==> src/rtl/spi_arb_pkg.sv <==
// spi_arb_pkg: shared FSM state type, error counter width
// and round-robin index helpers for the SPI transaction arbiter.
package spi_arb_pkg;

  typedef enum logic [1:0] {
    IDLE,
    ISSUE,
    WAIT_RX,
    RESP
  } state_e;

  localparam int ERR_CNT_W = 8;

  function automatic int idx_w(input int n);
    return (n > 1) ? $clog2(n) : 1;
  endfunction

  function automatic int rr_wrap(input int i, input int n);
    return i % n;
  endfunction

endpackage

==> src/rtl/spi_txn_arbiter_if.sv <==
// spi_txn_arbiter_if: requester, response and SPI controller
// signals of the arbiter; master is the arbiter side.
interface spi_txn_arbiter_if
  import spi_arb_pkg::*;
#(
  parameter int NUM_REQ = 4,
  parameter int DATA_W  = 32
);
  localparam int IW = idx_w(NUM_REQ);

  logic [NUM_REQ-1:0]        req_valid;
  logic [NUM_REQ-1:0]        req_ready;
  logic [NUM_REQ*DATA_W-1:0] req_data;
  logic [NUM_REQ-1:0]        rsp_valid;
  logic [NUM_REQ-1:0]        rsp_ready;
  logic [DATA_W-1:0]         rsp_data;
  logic                      rsp_err;
  logic [DATA_W-1:0]         spi_tx_data;
  logic                      spi_tx_valid;
  logic                      spi_tx_ready;
  logic [DATA_W-1:0]         spi_rx_data;
  logic                      spi_rx_valid;
  logic                      spi_rx_ready;
  logic [IW-1:0]             grant_id;
  logic                      busy;
  logic [ERR_CNT_W-1:0]      err_count;

  modport master (
    input  req_valid, req_data, rsp_ready,
    input  spi_tx_ready, spi_rx_data, spi_rx_valid,
    output req_ready, rsp_valid, rsp_data, rsp_err,
    output spi_tx_data, spi_tx_valid, spi_rx_ready,
    output grant_id, busy, err_count
  );

  modport slave (
    output req_valid, req_data, rsp_ready,
    output spi_tx_ready, spi_rx_data, spi_rx_valid,
    input  req_ready, rsp_valid, rsp_data, rsp_err,
    input  spi_tx_data, spi_tx_valid, spi_rx_ready,
    input  grant_id, busy, err_count
  );

endinterface

==> src/rtl/spi_rr_picker.sv <==
// spi_rr_picker: combinational round-robin search, first set
// request bit at or after ptr, wrapping modulo NUM_REQ.
module spi_rr_picker
  import spi_arb_pkg::*;
#(
  parameter int NUM_REQ = 4,
  localparam int IW = idx_w(NUM_REQ)
) (
  input  logic [NUM_REQ-1:0] req,
  input  logic [IW-1:0]      ptr,
  output logic [IW-1:0]      win,
  output logic               any_req
);

  logic [IW-1:0] idx;

  always_comb begin
    win     = '0;
    any_req = 1'b0;
    idx     = '0;
    for (int i = 0; i < NUM_REQ; i++) begin
      idx = IW'(rr_wrap(int'(ptr) + i, NUM_REQ));
      if (!any_req && req[idx]) begin
        any_req = 1'b1;
        win     = idx;
      end
    end
  end

endmodule

==> src/rtl/spi_txn_arbiter.sv <==
// spi_txn_arbiter: round-robin sharing of one SPI controller,
// one transaction in flight, with rx timeout and error count.
module spi_txn_arbiter
  import spi_arb_pkg::*;
#(
  parameter int NUM_REQ     = 4,
  parameter int DATA_W      = 32,
  parameter int TIMEOUT_CYC = 1024
) (
  input  logic              core_clk,
  input  logic              arst_n,
  spi_txn_arbiter_if.master bus
);

  localparam int IW = idx_w(NUM_REQ);
  localparam int TW = $clog2(TIMEOUT_CYC);
  localparam logic [TW-1:0] TO_LAST = TW'(TIMEOUT_CYC - 1);
  localparam logic [ERR_CNT_W-1:0] ERR_MAX = '1;

  state_e               state;
  state_e               state_n;
  logic [IW-1:0]        ptr;
  logic [IW-1:0]        win;
  logic [IW-1:0]        owner;
  logic                 any_req;
  logic [TW-1:0]        cnt;
  logic [DATA_W-1:0]    sel_word;
  logic [DATA_W-1:0]    tx_word;
  logic [DATA_W-1:0]    rsp_word;
  logic                 err;
  logic [ERR_CNT_W-1:0] err_cnt;
  logic                 accept;
  logic                 rx_hit;
  logic                 to_hit;
  logic                 rsp_done;

  spi_rr_picker #(
    .NUM_REQ (NUM_REQ)
  ) u_pick (
    .req     (bus.req_valid),
    .ptr     (ptr),
    .win     (win),
    .any_req (any_req)
  );

  assign sel_word = bus.req_data[int'(win)*DATA_W +: DATA_W];

  always_ff @(posedge core_clk or negedge arst_n) begin
    if (!arst_n) state <= IDLE;
    else         state <= state_n;
  end

  always_comb begin
    state_n  = state;
    accept   = 1'b0;
    rx_hit   = 1'b0;
    to_hit   = 1'b0;
    rsp_done = 1'b0;
    unique case (state)
      IDLE: begin
        accept = any_req;
        if (accept) state_n = ISSUE;
      end
      ISSUE: begin
        if (bus.spi_tx_ready) state_n = WAIT_RX;
      end
      WAIT_RX: begin
        // rx_valid on the last allowed cycle still wins
        rx_hit = bus.spi_rx_valid;
        to_hit = !bus.spi_rx_valid && (cnt == TO_LAST);
        if (rx_hit || to_hit) state_n = RESP;
      end
      RESP: begin
        rsp_done = bus.rsp_ready[owner];
        if (rsp_done) state_n = IDLE;
      end
      default: state_n = IDLE;
    endcase
  end

  always_ff @(posedge core_clk or negedge arst_n) begin
    if (!arst_n) begin
      ptr      <= '0;
      owner    <= '0;
      cnt      <= '0;
      tx_word  <= '0;
      rsp_word <= '0;
      err      <= 1'b0;
      err_cnt  <= '0;
    end else begin
      if (accept) begin
        tx_word <= sel_word;
        owner   <= win;
      end
      if (state == ISSUE && bus.spi_tx_ready) cnt <= '0;
      if (state == WAIT_RX) cnt <= cnt + TW'(1);
      if (rx_hit) begin
        rsp_word <= bus.spi_rx_data;
        err      <= 1'b0;
      end
      if (to_hit) begin
        rsp_word <= '0;
        err      <= 1'b1;
        if (err_cnt != ERR_MAX) err_cnt <= err_cnt + ERR_CNT_W'(1);
      end
      if (rsp_done) ptr <= IW'(rr_wrap(int'(owner) + 1, NUM_REQ));
    end
  end

  assign bus.req_ready    = accept ? NUM_REQ'(1) << win : '0;
  assign bus.rsp_valid    = (state == RESP) ? NUM_REQ'(1) << owner : '0;
  assign bus.rsp_data     = rsp_word;
  assign bus.rsp_err      = err;
  assign bus.spi_tx_data  = tx_word;
  assign bus.spi_tx_valid = (state == ISSUE);
  assign bus.spi_rx_ready = (state == WAIT_RX);
  assign bus.grant_id     = owner;
  assign bus.busy         = (state != IDLE);
  assign bus.err_count    = err_cnt;

endmodule
==> src/flat_wrapper.sv <==
// flat-port wrapper written by rule: the top's interface ports become plain ports
module spi_txn_arbiter_flat import spi_arb_pkg::*;
#(
  parameter int NUM_REQ     = 4,
  parameter int DATA_W      = 32,
  parameter int TIMEOUT_CYC = 1024
)
  (core_clk, arst_n, bus_req_valid, bus_req_data, bus_rsp_ready, bus_spi_tx_ready, bus_spi_rx_data, bus_spi_rx_valid, bus_req_ready, bus_rsp_valid, bus_rsp_data, bus_rsp_err, bus_spi_tx_data, bus_spi_tx_valid, bus_spi_rx_ready, bus_grant_id, bus_busy, bus_err_count);
  spi_txn_arbiter_if #(.NUM_REQ(NUM_REQ), .DATA_W(DATA_W)) bus_i ();
  input  logic core_clk;
  input  logic arst_n;
  input wire logic [$bits(bus_i.req_valid)-1:0] bus_req_valid;
  input wire logic [$bits(bus_i.req_data)-1:0] bus_req_data;
  input wire logic [$bits(bus_i.rsp_ready)-1:0] bus_rsp_ready;
  input wire logic [$bits(bus_i.spi_tx_ready)-1:0] bus_spi_tx_ready;
  input wire logic [$bits(bus_i.spi_rx_data)-1:0] bus_spi_rx_data;
  input wire logic [$bits(bus_i.spi_rx_valid)-1:0] bus_spi_rx_valid;
  output wire logic [$bits(bus_i.req_ready)-1:0] bus_req_ready;
  output wire logic [$bits(bus_i.rsp_valid)-1:0] bus_rsp_valid;
  output wire logic [$bits(bus_i.rsp_data)-1:0] bus_rsp_data;
  output wire logic [$bits(bus_i.rsp_err)-1:0] bus_rsp_err;
  output wire logic [$bits(bus_i.spi_tx_data)-1:0] bus_spi_tx_data;
  output wire logic [$bits(bus_i.spi_tx_valid)-1:0] bus_spi_tx_valid;
  output wire logic [$bits(bus_i.spi_rx_ready)-1:0] bus_spi_rx_ready;
  output wire logic [$bits(bus_i.grant_id)-1:0] bus_grant_id;
  output wire logic [$bits(bus_i.busy)-1:0] bus_busy;
  output wire logic [$bits(bus_i.err_count)-1:0] bus_err_count;
  assign bus_i.req_valid = bus_req_valid;
  assign bus_i.req_data = bus_req_data;
  assign bus_i.rsp_ready = bus_rsp_ready;
  assign bus_i.spi_tx_ready = bus_spi_tx_ready;
  assign bus_i.spi_rx_data = bus_spi_rx_data;
  assign bus_i.spi_rx_valid = bus_spi_rx_valid;
  assign bus_req_ready = bus_i.req_ready;
  assign bus_rsp_valid = bus_i.rsp_valid;
  assign bus_rsp_data = bus_i.rsp_data;
  assign bus_rsp_err = bus_i.rsp_err;
  assign bus_spi_tx_data = bus_i.spi_tx_data;
  assign bus_spi_tx_valid = bus_i.spi_tx_valid;
  assign bus_spi_rx_ready = bus_i.spi_rx_ready;
  assign bus_grant_id = bus_i.grant_id;
  assign bus_busy = bus_i.busy;
  assign bus_err_count = bus_i.err_count;
  spi_txn_arbiter #(.NUM_REQ(NUM_REQ), .DATA_W(DATA_W), .TIMEOUT_CYC(TIMEOUT_CYC)) u_core (.core_clk(core_clk), .arst_n(arst_n), .bus(bus_i));
endmodule
==> config.mk <==
export PLATFORM = sky130hd
export DESIGN_NAME = spi_txn_arbiter_flat
export DESIGN_NICKNAME = d
export VERILOG_FILES = /design/src/rtl/spi_arb_pkg.sv /design/src/rtl/spi_txn_arbiter_if.sv /design/src/rtl/spi_rr_picker.sv /design/src/rtl/spi_txn_arbiter.sv /design/src/flat_wrapper.sv
export SDC_FILE = /design/constraint.sdc
export NUM_CORES = 1
export LEC_CHECK = 0
export CORE_MARGIN = 4
export CORE_UTILIZATION = 39
export DETAILED_ROUTE_END_ITERATION = 7
export PLACE_DENSITY = 0.8
export SYNTH_ARGS = -nofsm -noshare
export SYNTH_HDL_FRONTEND = slang
export SYNTH_SLANG_ARGS = --single-unit
==> constraint.sdc <==
create_clock -name core_clk -period 2.2 [get_ports core_clk]
set_input_delay 0.44 -clock core_clk [delete_from_list [all_inputs] [get_ports core_clk]]
set_output_delay 0.44 -clock core_clk [all_outputs]
set_load 0.05 [all_outputs]
==> flow_summary_export.csv, run 1 <==
group,metric,value,unit
drt,ant_nets,0,
clock_tree,post-cts-setup-buffer-count,0,
clock_tree,insertion_delay,0.33,ns
drt,vias_per_cell,5.358,
synthesis,synth_nets,582,
drt,drc,0,
drt,vias,4313,
cells_and_area,mostFrequentLayoutCell,"clkdlybuf4s50_1",
placed_design,dp.cells,789,
die,start_util,40.12,%
global_routing,gr-total-overflow,0,
global_routing,grt_max_degree,42,
cells_and_area,post-route-util,67.03,%
global_routing,track_usage,21.38,%
drt,firstDrtPassIters,4,
pwr,power.leakage,3.503,nW
synthesis,async_flop_share,100.0,%
worst_setup_path,crit_arrival,1.73,ns
sta,setup_viol,0,
cells_and_area,final_cells,805,
global_routing,grt_antenna_before_repair,0,
synthesis,synth_cells,399,
clock_tree,htree_num_levels,3,
placed_design,preCtsSetupSlack,-0.2462,ns
synthesis,synth_area_leaders,"dfrtp_1, mux2i_1, a22o_1",
synthesis,synth_top_area_share,48.20,%
clock_tree,clkSinkCount,89,
cells_and_area,final_cell_mix,"clkdlybuf4s50_1, dfrtp_1, mux2i_1",
die,dieWidth,116.9,µm
sta,max_freq,460.9,MHz
cells_and_area,fillCellCount,904,
worst_setup_path,regToRegSetupSlack,0.23,ns
pwr,peakVddDrop,986.8,µV
flow_run,maxCapViolCount,0,
clock_tree,postCtsHoldBufs,0,
sta,period_minus_slack,2.170,ns
cells_and_area,antenna_cells,0,
drt,wirelength,15520,µm
clock_tree,root_buffer,"clkbuf_16",
sta,rsz0062_at_grt,"true",
die,io_pins,258,
drt,drt_iter0_drc,292,
placed_design,place.detailed.hpwl,12090,µm
global_routing,use_met2,37.13,%
global_routing,busiest_layer,"met2",
sta,timing.final.max_slew_violations,0,
synthesis,yosysWarnings,0,
global_routing,met1_usage,25.70,%
sta,worst_pin_slew,0.5946,ns
placed_design,port_buffers,257,
cells_and_area,drive_gt1_share,10.73,%
outcome,status,"finished, final reports clean",
cells_and_area,num-nets-final,840,
cells_and_area,synthToLayoutAreaGrowth,67.05,%
synthesis,ys_ff_latch,89,
worst_setup_path,crit_fanout,3,
global_routing,grt_pass1_wl,23050,µm
worst_setup_path,endpoint_kind,"output port",
sta,maxSlewHeadroom,60.24,%
synthesis,synth.distinct_cells,42,
die,rows,39,
clock_tree,cts_buffer_depth,2,
clock_tree,cts_buffers,9,
sta,hold_viol,0,
sta,finClkSkew,0.009643,ns
global_routing,grt_use_met3,6.067,%
min_path,hold_class,"primary input to async pin",
sta,worst_slack,0.03043,ns
sta,finalSetupTns,0,ns
die,core_region_area,11520,µm²
worst_setup_path,startpoint_type,"primary input",
synthesis,synth_edf_count,0,
die,die-area,13650,µm²
sta,finalCritPeriodShare,98.62,%
placed_design,gp_congestion,0.8777,
global_routing,grt_pass1_vias,4430,
pwr,power_density,1405,nW/µm²
worst_setup_path,required,1.76,ns
synthesis,netlist_area,4621,µm²
clock_tree,cts.clk_slew.worst_paths,0.06,ns
synthesis,syn_avg_cell_area,11.58,µm²
synthesis,seq_area_frac_synth,48.20,%
synthesis,ys_dominant_reg_cell,"dfrtp_1",
drt,routedWlPerCell,19.28,µm
synthesis,yosysTopAreaCell,"dfrtp_1",
worst_setup_path,path_class,"primary input to output port",
die,die_h,116.9,µm
clock_tree,tritoncts,"yes",
[critical path, cell delays in order]
cell and delay [ns]:
dlygate4sd2_1 0.26, buf_4 0.15, a311o_1 0.36, a21o_1 0.23, nor2b_2 0.13, buf_6 0.16
[cells in the mapped netlist, types with 4 or more instances]
library cell,n
dfrtp_1,89
mux2i_1,66
nand2_1,45
a22o_1,32
o221ai_1,32
ha_1,11
nand3_1,11
buf_6,10
o21ai_0,10
buf_2,9
inv_1,9
and2_1,8
clkbuf_1,8
nand4_1,6
xnor2_1,6
and3_1,4
nand2b_1,4
[logic make-up after synthesis]
family          synth area share, %
xor+xnor                      1.516
fa+ha+maj                     2.979
simple gates                  10.64
compound gates                16.03
buf+inv                       4.793
flops                         48.20
mux                           15.84
[final timing paths]
path / startpoint / to / cells past startpoint
worst max-delay path: bus_req_valid[2] / bus_req_ready[0] / 6
worst min-delay path: arst_n / u_core.bus.spi_tx_data[9] / 1
worst max register to register: u_core.state[0] / u_core.cnt[7] / 7
worst min register to register: u_core.bus.spi_tx_data[11] / u_core.bus.spi_tx_data[11] / 2
max in group asynchronous: arst_n / u_core.ptr[1] / 2
min in group core_clk: u_core.bus.spi_tx_data[11] / u_core.bus.spi_tx_data[11] / 2
[per-layer routing]
layer / vias up / wire length [µm]
li1: 2010 / -
met1: 2058 / 5905
met2: 219 / 7692
met3: 26 / 1570
met4: 0 / 353
met5: - / 0
[layout make-up]
| type | instances | area [µm²] | area share (%) |
|---|---|---|---|
| Clock buffer | 13 | 270.3 | 3.501 |
| Clock inverter | 3 | 47.55 | 0.6160 |
| Timing Repair Buffer | 274 | 2740 | 35.50 |
| Inverter | 9 | 33.78 | 0.4377 |
| Sequential cell | 89 | 2230 | 28.89 |
| Tap cell | 143 | 178.9 | 2.318 |
| Multi-Input combinational cell | 274 | 2218 | 28.74 |
[what timing repair did]
action                     4_1_cts  5_1_grt
gates resized for setup         12        4
pin swaps                        3        4
setup endpoints to repair        4        3
[metrics by stage]
stage | area [µm²] | total power, mW | hold WS, ns
floorplan | 4628 | 6.989 | 0.1444
global placement | 7365 | 9.063 | 0.4219
detailed placement | 7365 | 9.240 | 0.4189
CTS | 7709 | 10.91 | 0.07019
global route | 7719 | 11.33 | 0.1007
finish | 7719 | 10.85 | 0.06712
[where the power goes]
part	switching, mW	internal (mW)	total [mW]
Sequential	0.492	2.31	2.81
Clock	0.615	0.978	1.59
Combinational	3.95	2.49	6.45
[flip-flops by register name, indices dropped and copies added, names as in the netlist]
name	flops
u_core.bus.rsp_data	32
u_core.bus.spi_tx_data	32
u_core.cnt	10
u_core.bus.err_count	8
u_core.bus.grant_id	2
u_core.ptr	2
u_core.state	2
u_core.bus.rsp_err	1
(Power assumes the default switching activity.)
==> inputs of run 2 (changes only) <==
- ABC_AREA: default -> 1
- CORE_UTILIZATION: 39 -> 42
- SETUP_SLACK_MARGIN: default -> 0.3
==> flow_summary_export.csv, run 2 <==
group,metric,value,unit
cells_and_area,drive_gt1_share,14.98,%
sta,setup_viol,36,
synthesis,synth_commonest_cells,"nand2_1, inv_1, nand3_1",
worst_setup_path,startpoint_type,"flip-flop",
pwr,power.leakage,5.045,nW
cells_and_area,num-nets-final,1293,
worst_setup_path,cp_slowest_stage_delay,0.44,ns
cells_and_area,final_cell_mix,"nand2_1, clkdlybuf4s50_1, inv_1",
pwr,peakVddDrop,1163,µV
worst_setup_path,crit_arrival,2.04,ns
synthesis,yosysWarnings,0,
worst_setup_path,crit_fanout,9,
global_routing,grt_pass1_wl,31510,µm
worst_setup_path,cp_slowest_cell,"dfrtp_2",
clock_tree,tritoncts,"yes",
placed_design,place.detailed.hpwl,14580,µm
cells_and_area,seqCellArea,2231,µm²
drt,drt_iter0_drc,349,
sta,rsz0062_at_grt,"true",
sta,timing.final.max_slew_violations,0,
synthesis,synth.distinct_cells,32,
sta,finClkSkew,0.007008,ns
placed_design,preCtsSetupSlack,-0.3347,ns
placed_design,gp_congestion,0.8427,
worst_setup_path,cpLargestDelayFamily,"simple AND/OR/NAND/NOR gates",
sta,finalCritPeriodShare,112.9,%
cells_and_area,antenna_cells,0,
worst_setup_path,path_class,"flip-flop to output port",
clock_tree,clkSinkCount,89,
outcome,violations,"negative setup slack",
clock_tree,cts.clk_slew.worst_paths,0.06,ns
die,io_pins,258,
drt,ant_nets,0,
drt,routedWlPerCell,16.20,µm
synthesis,synth_top_area_share,39.72,%
synthesis,async_flop_share,100.0,%
drt,wirelength,20860,µm
cells_and_area,fin_area,9450,µm²
sta,finalSetupTns,-4.744,ns
sta,max_freq,402.5,MHz
global_routing,gr-total-overflow,0,
pwr,power_density,1769,nW/µm²
synthesis,synth_edf_count,0,
global_routing,grt_antenna_before_repair,0,
worst_setup_path,endpoint_kind,"output port",
clock_tree,insertion_delay,0.34,ns
clock_tree,postCtsHoldBufs,0,
die,dieWidth,123.5,µm
die,start_util,43.72,%
clock_tree,cts_buffer_depth,2,
die,core_region_area,12820,µm²
cells_and_area,multi_input_area,2856,µm²
global_routing,track_usage,26.73,%
sta,maxSlewHeadroom,63.57,%
global_routing,grt_max_degree,42,
die,die_h,123.5,µm
synthesis,synth_nets,1008,
outcome,status,"finished, violations left",
cells_and_area,mostFrequentLayoutCell,"nand2_1",
synthesis,syn_avg_cell_area,6.796,µm²
drt,vias_per_cell,5.083,
worst_setup_path,crit_chain,"clkinv_4, nand2_1, nand2_4, nand2_2, nand2_2, nor2_4, nand3_2, nand2_2, nor2_2, nor2_4, inv_4, nor2_4, buf_6",
min_path,hold_class,"primary input to async pin",
synthesis,ys_dominant_reg_cell,"dfrtp_1",
worst_setup_path,crit_buf_inv,3,
drt,vias,6542,
synthesis,ys_ff_latch,89,
die,die-area,15260,µm²
flow_run,maxCapViolCount,0,
synthesis,netlist_area,5607,µm²
global_routing,grt_pass1_vias,6378,
sta,worst_pin_slew,0.5486,ns
sta,hold_viol,0,
synthesis,synth_cells,825,
synthesis,synth_most_common_cell,"nand2_1",
clock_tree,htree_num_levels,3,
synthesis,yosysTopAreaCell,"dfrtp_1",
cells_and_area,fillCellCount,1037,
sta,period_minus_slack,2.485,ns
clock_tree,cts_buffers,9,
placed_design,port_buffers,257,
placed_design,placed_area,8582,µm²
clock_tree,root_buffer,"clkbuf_16",
synthesis,seq_area_frac_synth,39.72,%
drt,drc,0,
die,rows,41,
synthesis,synth_area_leaders,"dfrtp_1, nand2_1, inv_1",
drt,firstDrtPassIters,5,
cells_and_area,synthToLayoutAreaGrowth,68.56,%
worst_setup_path,required,1.76,ns
sta,worst_slack,-0.2846,ns
[run 2: stage by stage]
| step | utilization (%) | power (mW) | instances | hold slack (ns) |
|---|---|---|---|---|
| global route | 73.69 | 17.84 | 1287 | 0.1008 |
| CTS | 72.60 | 16.41 | 1282 | 0.07678 |
| detailed placement | 66.92 | 13.31 | 1242 | 0.4517 |
| floorplan | - | 9.756 | 825 | 0.1444 |
| global placement | 66.92 | 13.16 | 1242 | 0.4441 |
| finish | 73.69 | 16.71 | 1287 | 0.06924 |
[run 2: layout make-up]
cell class / instances / share of cell area [%]
clock buffers: 11 / 2.674
clock inverters: 5 / 0.6355
inverters: 148 / 6.024
multi-input cells: 544 / 30.23
flip-flops and latches: 89 / 23.61
well taps: 172 / 2.277
repair buffers: 318 / 34.56
[run 2: report_power, final]
part	switching, mW	internal (mW)
Combinational	7.48	4.81
Sequential	0.461	2.35
Clock	0.659	0.949
[run 2: cells by family (layout without fill, tap and decap cells)]
family          Yosys count  after routing  share of synthesized area (%)
xor+xnor                  6              6                         0.9375
compound gates           52             52                          6.003
fa+ha+maj                11             11                          2.455
buf+inv                 192            482                          14.08
simple gates            475            475                          36.80
flops                    89             89                          39.72
[run 2: metal layers]
metal / wire, µm / part of all wire, % / vias to the layer above / global-route usage [%]
met5: 0 / 0 / - / 0
met4: 1005 / 4.8 / 0 / 14.95
met3: 1694 / 8.1 / 79 / 6.999
met2: 10460 / 50 / 310 / 45.16
met1: 7695 / 37 / 2985 / 30.68
li1: - / - / 3168 / -
[run 2: worst paths after layout]
check                                      startpoint                    endpoint  slack (ns)  cells past startpoint
min in group core_clk      u_core.bus.spi_tx_data[28]  u_core.bus.spi_tx_data[28]        0.47                      2
setup reg to reg                        u_core.ptr[1]  u_core.bus.spi_tx_data[13]       -0.18                     16
hold / removal                                 arst_n               u_core.cnt[3]        0.07                      1
setup / recovery                        u_core.ptr[0]            bus_req_ready[2]       -0.28                     13
hold reg to reg            u_core.bus.spi_tx_data[28]  u_core.bus.spi_tx_data[28]        0.47                      2
max in group asynchronous                      arst_n     u_core.bus.err_count[7]        1.48                      2
[run 2: worst register-to-register path: stages, from the launching register on]
cell	delay, ns
dfrtp_2	0.46
inv_4	0.12
buf_4	0.14
nand3_2	0.08
nand2_2	0.08
buf_4	0.12
nand2_2	0.06
nand2_1	0.08
nand2_2	0.08
buf_4	0.14
buf_6	0.12
nand3_4	0.13
buf_6	0.15
bufbuf_16	0.26
nand2_1	0.05
o211ai_1	0.10
nand3_1	0.10
[run 2: repair_timing]
action | in CTS | in global routing
pin swaps | 29 | 20
resized for setup | 141 | 35
buffers inserted | 19 | 5
gates cloned | 5 | 0
setup endpoints to repair | 156 | 85
